$ cat src/rtl/ram_copy_engine_pkg.sv
// Shared widths and FSM encodings for the RAM16K copy/fill engine.
`timescale 1ns/1ps
package ram_copy_engine_pkg;
  localparam int ADDR_W_DEF = 14;
  localparam int DATA_W_DEF = 16;

  localparam logic [1:0] ST_IDLE  = 2'd0;
  localparam logic [1:0] ST_READ  = 2'd1;
  localparam logic [1:0] ST_WRITE = 2'd2;
  localparam logic [1:0] ST_DONE  = 2'd3;
endpackage

$ cat src/rtl/ram_addr_counter.sv
// Loadable address up-counter; wraps naturally modulo 2**ADDR_W.
`timescale 1ns/1ps
module ram_addr_counter #(
  parameter int ADDR_W = 14
) (
  input  logic              i_clock,
  input  logic              i_reset_n,
  input  logic              i_load,
  input  logic [ADDR_W-1:0] i_load_val,
  input  logic              i_en,
  output logic [ADDR_W-1:0] o_addr
);
  logic [ADDR_W-1:0] r_addr;

  always_ff @(posedge i_clock or negedge i_reset_n) begin
    if (!i_reset_n)  r_addr <= '0;
    else if (i_load) r_addr <= i_load_val;
    else if (i_en)   r_addr <= r_addr + ADDR_W'(1);
  end

  assign o_addr = r_addr;
endmodule

$ cat src/rtl/ram_copy_engine.sv
// Bulk copy / fill master for RAM16K: drives address, data and load while busy.
`timescale 1ns/1ps
module ram_copy_engine
  import ram_copy_engine_pkg::*;
#(
  parameter int ADDR_W = ADDR_W_DEF,
  parameter int DATA_W = DATA_W_DEF
) (
  input  logic              i_clock,
  input  logic              i_reset_n,
  input  logic              i_start,
  input  logic              i_fill_mode,
  input  logic [ADDR_W-1:0] i_src_addr,
  input  logic [ADDR_W-1:0] i_dst_addr,
  input  logic [ADDR_W-1:0] i_length,
  input  logic [DATA_W-1:0] i_fill_value,
  input  logic              i_abort,
  output logic              o_busy,
  output logic              o_done,
  output logic [ADDR_W-1:0] o_ram_address,
  output logic [DATA_W-1:0] o_ram_in,
  output logic              o_ram_load,
  input  logic [DATA_W-1:0] i_ram_out
);
  logic [1:0]        r_state;
  logic [ADDR_W-1:0] r_count;
  logic              r_fill;
  logic              r_busy, r_done, r_load;
  logic [ADDR_W-1:0] r_addr;
  logic [DATA_W-1:0] r_data;

  logic              w_accept;
  logic              w_src_en, w_dst_en;
  logic [ADDR_W-1:0] w_src, w_dst;

  assign w_accept = (r_state == ST_IDLE) && i_start && !i_abort;
  assign w_src_en = (r_state == ST_READ)  && !i_abort;
  assign w_dst_en = (r_state == ST_WRITE) && !i_abort;

  ram_addr_counter #(.ADDR_W(ADDR_W)) u_src_cnt (
    .i_clock    (i_clock),
    .i_reset_n  (i_reset_n),
    .i_load     (w_accept),
    .i_load_val (i_src_addr),
    .i_en       (w_src_en),
    .o_addr     (w_src)
  );

  ram_addr_counter #(.ADDR_W(ADDR_W)) u_dst_cnt (
    .i_clock    (i_clock),
    .i_reset_n  (i_reset_n),
    .i_load     (w_accept),
    .i_load_val (i_dst_addr),
    .i_en       (w_dst_en),
    .o_addr     (w_dst)
  );

  // Outputs are registered, so each transition preloads the address/data
  // the next state must present; r_data doubles as the copy data register.
  always_ff @(posedge i_clock or negedge i_reset_n) begin
    if (!i_reset_n) begin
      r_state <= ST_IDLE;
      r_count <= '0;
      r_fill  <= 1'b0;
      r_busy  <= 1'b0;
      r_done  <= 1'b0;
      r_load  <= 1'b0;
      r_addr  <= '0;
      r_data  <= '0;
    end else if (i_abort) begin
      r_state <= ST_IDLE;
      r_busy  <= 1'b0;
      r_done  <= 1'b0;
      r_load  <= 1'b0;
    end else begin
      case (r_state)
        ST_IDLE: begin
          r_done <= 1'b0;
          if (i_start) begin
            r_count <= i_length;
            r_fill  <= i_fill_mode;
            if (i_length == '0) begin
              r_state <= ST_DONE;
              r_done  <= 1'b1;
            end else if (i_fill_mode) begin
              r_state <= ST_WRITE;
              r_busy  <= 1'b1;
              r_addr  <= i_dst_addr;
              r_data  <= i_fill_value;
              r_load  <= 1'b1;
            end else begin
              r_state <= ST_READ;
              r_busy  <= 1'b1;
              r_addr  <= i_src_addr;
              r_load  <= 1'b0;
            end
          end
        end
        ST_READ: begin
          r_state <= ST_WRITE;
          r_data  <= i_ram_out;
          r_addr  <= w_dst;
          r_load  <= 1'b1;
        end
        ST_WRITE: begin
          r_count <= r_count - ADDR_W'(1);
          if (r_count == ADDR_W'(1)) begin
            r_state <= ST_DONE;
            r_busy  <= 1'b0;
            r_done  <= 1'b1;
            r_load  <= 1'b0;
          end else if (r_fill) begin
            r_addr  <= w_dst + ADDR_W'(1);
          end else begin
            r_state <= ST_READ;
            r_addr  <= w_src;
            r_load  <= 1'b0;
          end
        end
        default: begin
          r_state <= ST_IDLE;
          r_done  <= 1'b0;
        end
      endcase
    end
  end

  assign o_busy        = r_busy;
  assign o_done        = r_done;
  assign o_ram_load    = r_load;
  assign o_ram_address = r_addr;
  assign o_ram_in      = r_data;
endmodule

$ cat config.mk
export PLATFORM = sky130hd
export DESIGN_NAME = ram_copy_engine
export DESIGN_NICKNAME = d
export VERILOG_FILES = /design/src/rtl/ram_copy_engine_pkg.sv /design/src/rtl/ram_addr_counter.sv /design/src/rtl/ram_copy_engine.sv
export SDC_FILE = /design/constraint.sdc
export NUM_CORES = 1
export LEC_CHECK = 0
export BUFFER_PORTS_ARGS = -buffer_cell sky130_fd_sc_hd__buf_2
export CELL_PAD_IN_SITES_DETAIL_PLACEMENT = 0
export CELL_PAD_IN_SITES_GLOBAL_PLACEMENT = 2
export CORE_MARGIN = 2
export CORE_UTILIZATION = 33
export DETAILED_ROUTE_END_ITERATION = 6
export HOLD_SLACK_MARGIN = 0.03
export PLACE_DENSITY_LB_ADDON = 0.1
export SYNTH_ARGS = -nofsm -noshare
export SYNTH_HDL_FRONTEND = slang
export SYNTH_HIERARCHICAL = 1
export SYNTH_SLANG_ARGS = --single-unit
$ cat constraint.sdc
create_clock -name i_clock -period 3.31 [get_ports i_clock]
set_input_delay 0.8275 -clock i_clock [delete_from_list [all_inputs] [get_ports i_clock]]
set_output_delay 0.8275 -clock i_clock [all_outputs]
set_load 0.01 [all_outputs]
* Word-level counts from Yosys, hierarchy flattened
Cells that the tools add are included.
** Operators by class
- Add/sub/neg operators :: 3
- $mul :: 0
- Bitwise logic cells :: 1
- Divide/modulo/power cells :: 0
- Shift-type cells :: 0
- Order comparisons :: 0
- Muxes and demuxes :: 40
- Eq/ne operators :: 12
- Reductions and logical operators :: 22
** Operator list (number)
- $mux W14 :: 10
- $mux W16 :: 3
- $pmux W14 S3 :: 1
- $pmux W16 S2 :: 1
- $add A14 B1 Y14 const B :: 2
- $pmux W14 S2 :: 1
- $eq A14 B1 Y1 const B :: 1
- $logic_not A14 Y1 :: 1
- $mux W1 :: 14
- $sub A14 B1 Y14 const B :: 1
- $mux W2 :: 6
- $ne A2 B2 Y1 const B :: 5
- $reduce_and A5 Y1 :: 2
- $reduce_and A4 Y1 :: 2
- $reduce_bool A2 Y1 :: 4
- $ne A3 B3 Y1 const B :: 2
- $pmux W1 S3 :: 2
- $pmux W2 S3 :: 1
- $reduce_and A3 Y1 :: 2
- $reduce_bool A3 Y1 :: 2
- $logic_and A1 B1 Y1 :: 4
- $ne A4 B3 Y1 const B :: 1
- $reduce_and A2 Y1 :: 2
- $reduce_bool A4 Y1 :: 1
- 7 further kinds :: 7
** Word-level totals
- Register bits :: 78
- Output and inout port bits :: 33
- Bits in read-only memories :: 0
- Input port bits :: 79
- Memories kept :: 0
- Bits in latches :: 0
- Word-level logic and storage cells :: 88
- Bits in writable memories :: 0

* Longest topological paths before layout
Gate-level depths: netlist of the first run.
- Depth after elaboration :: 5
- Depth in mapped cells :: 10

* Modules after synthesis
Netlist of the first run, hierarchy kept.
** Modules (own cells, without submodules)
- ram_copy_engine :: cells an instance 401, area each 3474.6 µm², instances 1, seq. area each 1251.2 µm²
- ram_addr_counter :: cells an instance 88, area each 843.3 µm², instances 2, seq. area each 350.3 µm²

* Worst setup path before layout of the first run
Ideal clock, no wire load.
- Path type :: register to register
- Start :: reg r_state[1]
- End :: reg u_src_cnt.r_addr[9], in the netlist u_src_cnt/o_addr[9]
- Stages on the path, launching flop included :: 11
- Data arrival time :: 2.255 ns
- Path slack :: 0.931 ns
- Buffers on the path :: 4
- Period minus slack after synthesis :: 2.379 ns
- Required time :: 3.186 ns
- Cells stage by stage :: dfrtp_1 -> inv_1 -> ha_1 -> buf_6 -> clkbuf_1 -> nor2b_1 -> buf_6 -> nand4_2 -> buf_6 -> o31a_1 -> o31a_1
** RTL lines
- start: declaration :: RTL line ram_copy_engine.sv:25 : logic [1:0] r_state;
- start signal: assignment :: RTL line ram_copy_engine.sv:62 : r_state <= ST_IDLE;
- start signal: assignment :: RTL line ram_copy_engine.sv:71 : r_state <= ST_IDLE;
- start signal: assignment :: RTL line ram_copy_engine.sv:83 : r_state <= ST_DONE;
- $eq A2 B1 Y1 :: RTL line ram_copy_engine.sv:37 : assign w_src_en = (r_state == ST_READ) && !i_abort;
- $logic_and A1 B1 Y1 :: RTL line ram_copy_engine.sv:37
- via w_src_en :: RTL line ram_copy_engine.sv:33 : logic w_src_en, w_dst_en;
- $reduce_bool A2 Y1 (no line)
- end signal: assignment :: RTL line ram_addr_counter.sv:17 : else if (i_load) r_addr <= i_load_val;
- end signal: assignment :: RTL line ram_addr_counter.sv:18 : else if (i_en) r_addr <= r_addr + ADDR_W'(1);
- end: declaration :: RTL line ram_addr_counter.sv:13 : logic [ADDR_W-1:0] r_addr;
The timed path passes the listed nets, and every way through them passes these cells.
A chain may end at the register's enable or synchronous reset.

* Worst setup path after layout of the first run
- Start :: reg r_state[0]
- End :: reg r_addr[13], in the netlist o_ram_address[13]
** On the way
- Word-level cells in the longest chain between the ends :: 3
** Ends and longest elaborated chain
- $eq A2 B2 Y1, or another cell as far along :: RTL line ram_copy_engine.sv:76 : case (r_state)
- $ne A2 B2 Y1 (no line) or $reduce_bool A3 Y1 (tied branches)
- $reduce_and A5 Y1 (no line)
- end signal: assignment :: RTL line ram_copy_engine.sv:88 : r_addr <= i_dst_addr;
- end signal: assignment :: RTL line ram_copy_engine.sv:94 : r_addr <= i_src_addr;
- end signal: assignment :: RTL line ram_copy_engine.sv:102 : r_addr <= w_dst;
- end: declaration :: RTL line ram_copy_engine.sv:29 : logic [ADDR_W-1:0] r_addr;
Several ways; a longest one is shown, not always the timed one.

==> results of run 1 <==
-- metal layers --
metal  vias up  track usage (%)  part of all wire (%)
li1       2339                -                     -
met1      2278            23.04                    43
met2       100            33.68                    51
met3        21            2.808                   3.5
met4         0            7.609                   2.3
met5         -                0                     0
-- stage by stage --
stage               power (W)  area, µm²
floorplan            0.003344       5161
finish               0.005031       6135
CTS                  0.005094       6135
global route         0.005468       6135
global placement     0.003985       5833
detailed placement   0.004031       5833
-- worst max-delay path: cells and delay by family (launching register included) --
family,cells,cell delay (ns)
compound gates,2,0.37
fa+ha+maj,1,0.17
simple gates,2,0.86
buf+inv,2,0.45
flops,1,0.45
-- final cells by class --
type,count,area [µm²]
flip-flops and latches,78,1952
well taps,211,264.0
inverters,14,52.55
clock buffers,12,256.5
multi-input cells,448,2919
repair buffers,121,645.6
clock inverters,4,45.04
fillers,1583,9124
-- worst max path at each step --
| stage | from | to | slack [ns] | cells past startpoint |
|---|---|---|---|---|
| finish | r_state[0] | o_ram_address[13] | 0.93 | 7 |
| global route | r_state[0] | o_ram_address[3] | 0.70 | 8 |
| CTS | r_state[0] | u_dst_cnt/o_addr[11] | 0.88 | 6 |
| detailed placement | i_abort | u_dst_cnt/o_addr[11] | 0.60 | 5 |
| global placement | i_abort | u_dst_cnt/o_addr[11] | 0.64 | 5 |
| floorplan | r_state[1] | u_src_cnt/o_addr[9] | 0.93 | 10 |
-- cell usage in the layout (no fill, tap or decap), drive strengths merged, types with 17 or more instances in the layout --
cell	instances
nand3	22
nor2b	18
o21ai	45
dfrtp	78
nor2	19
a21oi	24
mux2i	28
nand2	89
buf	121
nand4	17
-- flip-flops by register name, indices dropped and copies added (netlist names) --
name,flops
r_count,14
u_dst_cnt/o_addr,14
o_busy,1
o_ram_load,1
o_done,1
u_src_cnt/o_addr,14
o_ram_address,14
r_state,2
r_fill,1
o_ram_in,16
-- logic make-up (layout without fill, tap and decap cells) --
family	Yosys count	in the layout	share of synthesized area [%]
adders and majority gates	9	9	2.182
buffers and inverters	51	151	5.818
and+or+nand+nor	229	229	24.22
AOI/OAI and AO/OA	158	158	20.12
muxes	35	35	6.958
xor gates and xnor gates	17	17	2.885
DFF	78	78	37.82
-- power groups by stage --
stage / registers, W / clock network (W) / logic, W
final: 0.00200 / 0.00104 / 0.00199
after global placement: 0.00201 / 0 / 0.00198
after detailed placement: 0.00202 / 0 / 0.00201
after floorplan: 0.00190 / 0 / 0.00144
after CTS: 0.00200 / 0.00107 / 0.00202
after global routing: 0.00208 / 0.00111 / 0.00228
==> flow_metrics.tcl, run 1 <==
set metrics [dict create \
    internal_power_w 0.002891 \
    synth_top_area_share_pct 37.82 \
    die_area_mm2 0.01666 \
    numCtsBuffers 9 \
    ys.flop_type "dfrtp_1" \
    grt_use_total_pct 18.94 \
    grt-ovfl-total 0 \
    fin_nets 760 \
    setup_viol 0 \
    root_buffer "clkbuf_16" \
    ios 112 \
    synth_most_common_cell "nand2_1" \
    clkTransAtPathRegs_ns 0.06 \
    stdcell_count 888 \
    start_kind "flop" \
    cp_slowest_cell "nor2b_1" \
    wire_per_inst_um 17.22 \
    avgViaCountPerCell 5.336 \
    dp_cells 872 \
    route.detailed.drc 0 \
    clock_latency_ns 0.35 \
    report.final.hold_viol_count 0 \
    seqPwrFrac_pct 39.7 \
    num_antenna_cells 0 \
    p_clk_share_pct 20.7 \
    crit_required_ns 3.57 \
    drt_wl_total_mm 15.29 \
    grt_max_degree 79 \
    io_buffers 111 \
    cts_resized 0 \
    die_w_um 129.1 \
    cap_violations 0 \
    cts_max_level 3 \
    crit_arrival_ns 2.64 \
    rsz0062_at_grt "no" \
    synthArstFlopShare_pct 100.0 \
    synth-edff-count 0 \
    synth_top_area_cell "dfrtp_1" \
    synth_seq_cells 78 \
    postCtsHoldBufs 0 \
    cts_tree "built" \
    num_vias 4738 \
    r2r_slack_ns 0.93 \
    antenna_left 0 \
    grt_pass1_vias 4535 \
    max_stage_delay_ns 0.68 \
    slew_headroom_pct 44.77 \
    cp_max_fo 28 \
    whs_endpoint "o_ram_in[13]" \
    core_area_mm2 0.01526 \
    fmax_mhz 419.8 \
    r2r-end "o_ram_address[13]" \
    p_leak_nw 2.578 \
    synth_cell_types 62 \
    pre_cts_slack_ns 0.6002 \
    fp.dieH_um 129.1 \
    hold_slack_ns 0.4721 \
    synth-seq-area-share_pct 37.82 \
    synth_top_cells_by_count "nand2_1, dfrtp_1, o21ai_0, mux2i_1, a21oi_1" \
    period_minus_slack_ns 2.382 \
    hold_start "o_ram_in[13]" \
    layout-drive-gt1-share_pct 25.11 \
    worstHoldPathCells 2 \
    fin_ws_ns 0.9281 \
    antenna_found_initial 0 \
    p_comb_share_pct 39.6 \
    synthCells 577 \
    worstMarginPinSlew_ns 0.8285 \
    start_util_pct 33.83 \
    skew_ns 0.004900 \
    max-vdd-ir-drop_mv 0.3174 \
    fin_util_pct 40.21 \
    first_iter_violations 195 \
    regToRegStartpoint "r_state[0]" \
    ys_top_cells_by_area "dfrtp_1, nand2_1, mux2i_1, o21ai_0, a21oi_1" \
    dp_hpwl_mm 11.11 \
    grt_pass1_wl_mm 24.29 \
    end_kind "flop" \
    first_pass_iters 7 \
    synth_warnings 6 \
    status "finished clean" \
    slew_viol_final 0 \
    setup_tns_ns 0 \
    r2r_cells 7 \
    p_per_area_mw_per_mm2 820.1 \
    netSwitchingFraction_pct 42.54 \
    worstPathCellList "inv_1 > ha_1 > buf_4 > nor2b_1 > a21oi_1 > and3_1 > o31ai_1" \
    postCtsSetupBuffers 0 \
    finalCritPeriodShare_pct 71.96 \
    cts.sinks 78 \
    area_growth_pct 18.86 \
    syn_nets 665 \
    rows 45 \
    clock_path_buffers 2 \
    holdCritPathClass "reg2reg" \
    synth_area_mm2 0.005161 \
    crit_type "reg2reg" \
    p_switching_w 0.002140 \
    syn_area_per_cell_um2 8.945 \
    gp_congestion 0.7678 \
]
(Power assumes the default switching activity.)
==> run 2, diff against run 1 <==
- ABC_AREA: unset -> 1
- CORE_UTILIZATION: 33 -> 30
- clock period: 3.31 -> 2.26 ns (I/O delays scaled with it)
==> flow_metrics.tcl, run 2 <==
set metrics [dict create \
    core_area_mm2 0.01809 \
    synth_top_area_share_pct 34.99 \
    dp_hpwl_mm 14.33 \
    clock_latency_ns 0.35 \
    slew_viol_final 0 \
    regToRegStartpoint "r_state[0]" \
    multiInputGateArea_mm2 0.003187 \
    wire_per_inst_um 15.95 \
    final_area_mm2 0.006872 \
    synth_cell_types 34 \
    pre_cts_slack_ns -0.08501 \
    cts_max_level 3 \
    p_leak_nw 3.418 \
    cap_violations 0 \
    setup_viol 0 \
    clkTransAtPathRegs_ns 0.07 \
    crit_end "u_dst_cnt/o_addr[5]" \
    numCtsBuffers 9 \
    first_pass_iters 4 \
    synthArstFlopShare_pct 100.0 \
    skew_ns 0.01334 \
    worstMarginPinSlew_ns 0.6526 \
    ios 112 \
    r2r-end "u_dst_cnt/o_addr[5]" \
    first_iter_violations 240 \
    num_antenna_cells 0 \
    grt-ovfl-total 0 \
    syn_area_per_cell_um2 6.690 \
    synth_most_common_cell "nand2_1" \
    end_kind "flop" \
    grt_pass1_vias 5885 \
    crit_type "reg2reg" \
    die_area_mm2 0.01970 \
    rows 49 \
    rsz0062_at_grt "no" \
    clock_path_buffers 2 \
    die_w_um 140.4 \
    grt_pass1_wl_mm 30.68 \
    start_util_pct 30.85 \
    startpoint "r_state[0]" \
    gp_congestion 0.8056 \
    layout-drive-gt1-share_pct 22.35 \
    cts_tree "built" \
    avgViaCountPerCell 4.877 \
    synth_top_cells_by_count "nand2_1, nor2_1, dfrtp_1, inv_1, nand3_1" \
    fmax_mhz 485.2 \
    r2r_slack_ns 0.20 \
    holdCritPathClass "in2async" \
    synth_area_mm2 0.005579 \
    root_buffer "clkbuf_16" \
    fin_nets 1055 \
    fill_cells 1984 \
    io_buffers 111 \
    r2r_cells 10 \
    crit_arrival_ns 2.29 \
    p_per_area_mw_per_mm2 1234 \
    area_growth_pct 23.17 \
    drt_wl_total_mm 19.14 \
    mostFrequentLayoutCells "nand2_1, buf_2, nor2_1, dfrtp_1, inv_1" \
    max-vdd-ir-drop_mv 0.4253 \
    antenna_left 0 \
    finalCritPeriodShare_pct 91.19 \
    grt_max_degree 39 \
    area.sequential_mm2 0.001952 \
    synth-seq-area-share_pct 34.99 \
    start_kind "flop" \
    largest_reg_flops 16 \
    ys.flop_type "dfrtp_1" \
    num_vias 5852 \
    synth_top_area_cell "dfrtp_1" \
    dp_cells 1180 \
    synth_warnings 6 \
    fin_ws_ns 0.1991 \
    setup_tns_ns 0 \
    fp.dieH_um 140.4 \
    placed_cell_area_mm2 0.006554 \
    grt_use_total_pct 19.59 \
    cp_max_fo 10 \
    syn_nets 922 \
    mostFrequentLayoutCell "nand2_1" \
    status "finished clean" \
    cts.sinks 78 \
    synth_seq_cells 78 \
    synthCells 834 \
    period_minus_slack_ns 2.061 \
    stdcell_count 1200 \
    route.detailed.drc 0 \
    ys_top_cells_by_area "dfrtp_1, nand2_1, nand3_1, nor2_1, inv_1" \
    slew_headroom_pct 56.45 \
    crit_required_ns 2.48 \
    antenna_found_initial 0 \
    synth-edff-count 0 \
    report.final.hold_viol_count 0 \
]
==> run 2: cell types whose count changed after synthesis, moves of 19 or more <==
cell and change:
nor2_1 +64, a22oi_1 +19, nand3_1 +49, mux2i_1 -28, nand2_1 +192, inv_1 +62
==> run 2: timing repair <==
item                                    4_1_cts  5_1_grt
gates cloned                                  1        0
buffers inserted                              0        4
endpoints found under the hold margin         0        0
pin swaps                                     1        0
endpoints found under the setup margin        6       23
hold buffers                                  0        0
resized for setup                             0        3
==> run 2: layer usage <==
layer | GRT usage [%] | wire length (µm) | vias to the layer above | share of wire (%)
met1 | 24.76 | 8545 | 2770 | 45
met5 | 0 | 0 | - | 0
li1 | - | - | 2969 | -
met4 | 3.828 | 162 | 0 | 0.85
met3 | 4.103 | 758 | 10 | 4.0
met2 | 34.67 | 9674 | 103 | 51
==> run 2: worst min path at each step <==
| stage | start | end | slack [ns] | cells after the start |
|---|---|---|---|---|
| floorplan | i_reset_n | o_busy | 0.27 | 0 |
| global placement | o_busy | o_busy | 0.46 | 2 |
| detailed placement | o_busy | o_busy | 0.46 | 2 |
| CTS | i_reset_n | r_count[0] | 0.14 | 1 |
| global route | i_reset_n | r_count[0] | 0.16 | 1 |
| finish | i_reset_n | r_count[0] | 0.13 | 1 |
==> run 2: worst max-delay path, cell delays in order (launching register included) <==
cell,delay [ns]
dfrtp_1,0.38
inv_1,0.08
ha_1,0.25
inv_2,0.07
buf_4,0.15
nor3_4,0.34
inv_2,0.08
nand2_1,0.17
clkinv_2,0.20
nand3_1,0.13
nand2_1,0.06
==> run 2: kinds of logic after synthesis <==
| group | synth area share (%) |
|---|---|
| AOI/OAI and AO/OA | 15.68 |
| adders and majority gates | 2.018 |
| and+or+nand+nor | 36.53 |
| buffers and inverters | 8.432 |
| DFF | 34.99 |
| xor gates and xnor gates | 2.355 |
==> run 2: area by class of cell <==
class                           instances  share of cell area (%)
Clock buffer                            9                   3.277
Clock inverter                          6                  0.5827
Multi-Input combinational cell        645                   46.38
Timing Repair Buffer                  150                   12.56
Sequential cell                        78                   28.40
Inverter                               83                   4.625
Tap cell                              229                   4.170
==> run 2: metrics by stage <==
step,total power (W),utilization [%],hold WS (ns)
finish,0.008483,37.99,0.1346
global route,0.009298,37.99,0.1600
CTS,0.008552,37.76,0.1433
detailed placement,0.007105,36.24,0.4605
global placement,0.007067,36.24,0.4595
floorplan,0.005548,-,0.2694
==> run 2: report_power, final <==
group	internal (W)	switching, W
Combinational	0.00165	0.00262
Clock	0.000736	0.000616
Sequential	0.00205	0.000814
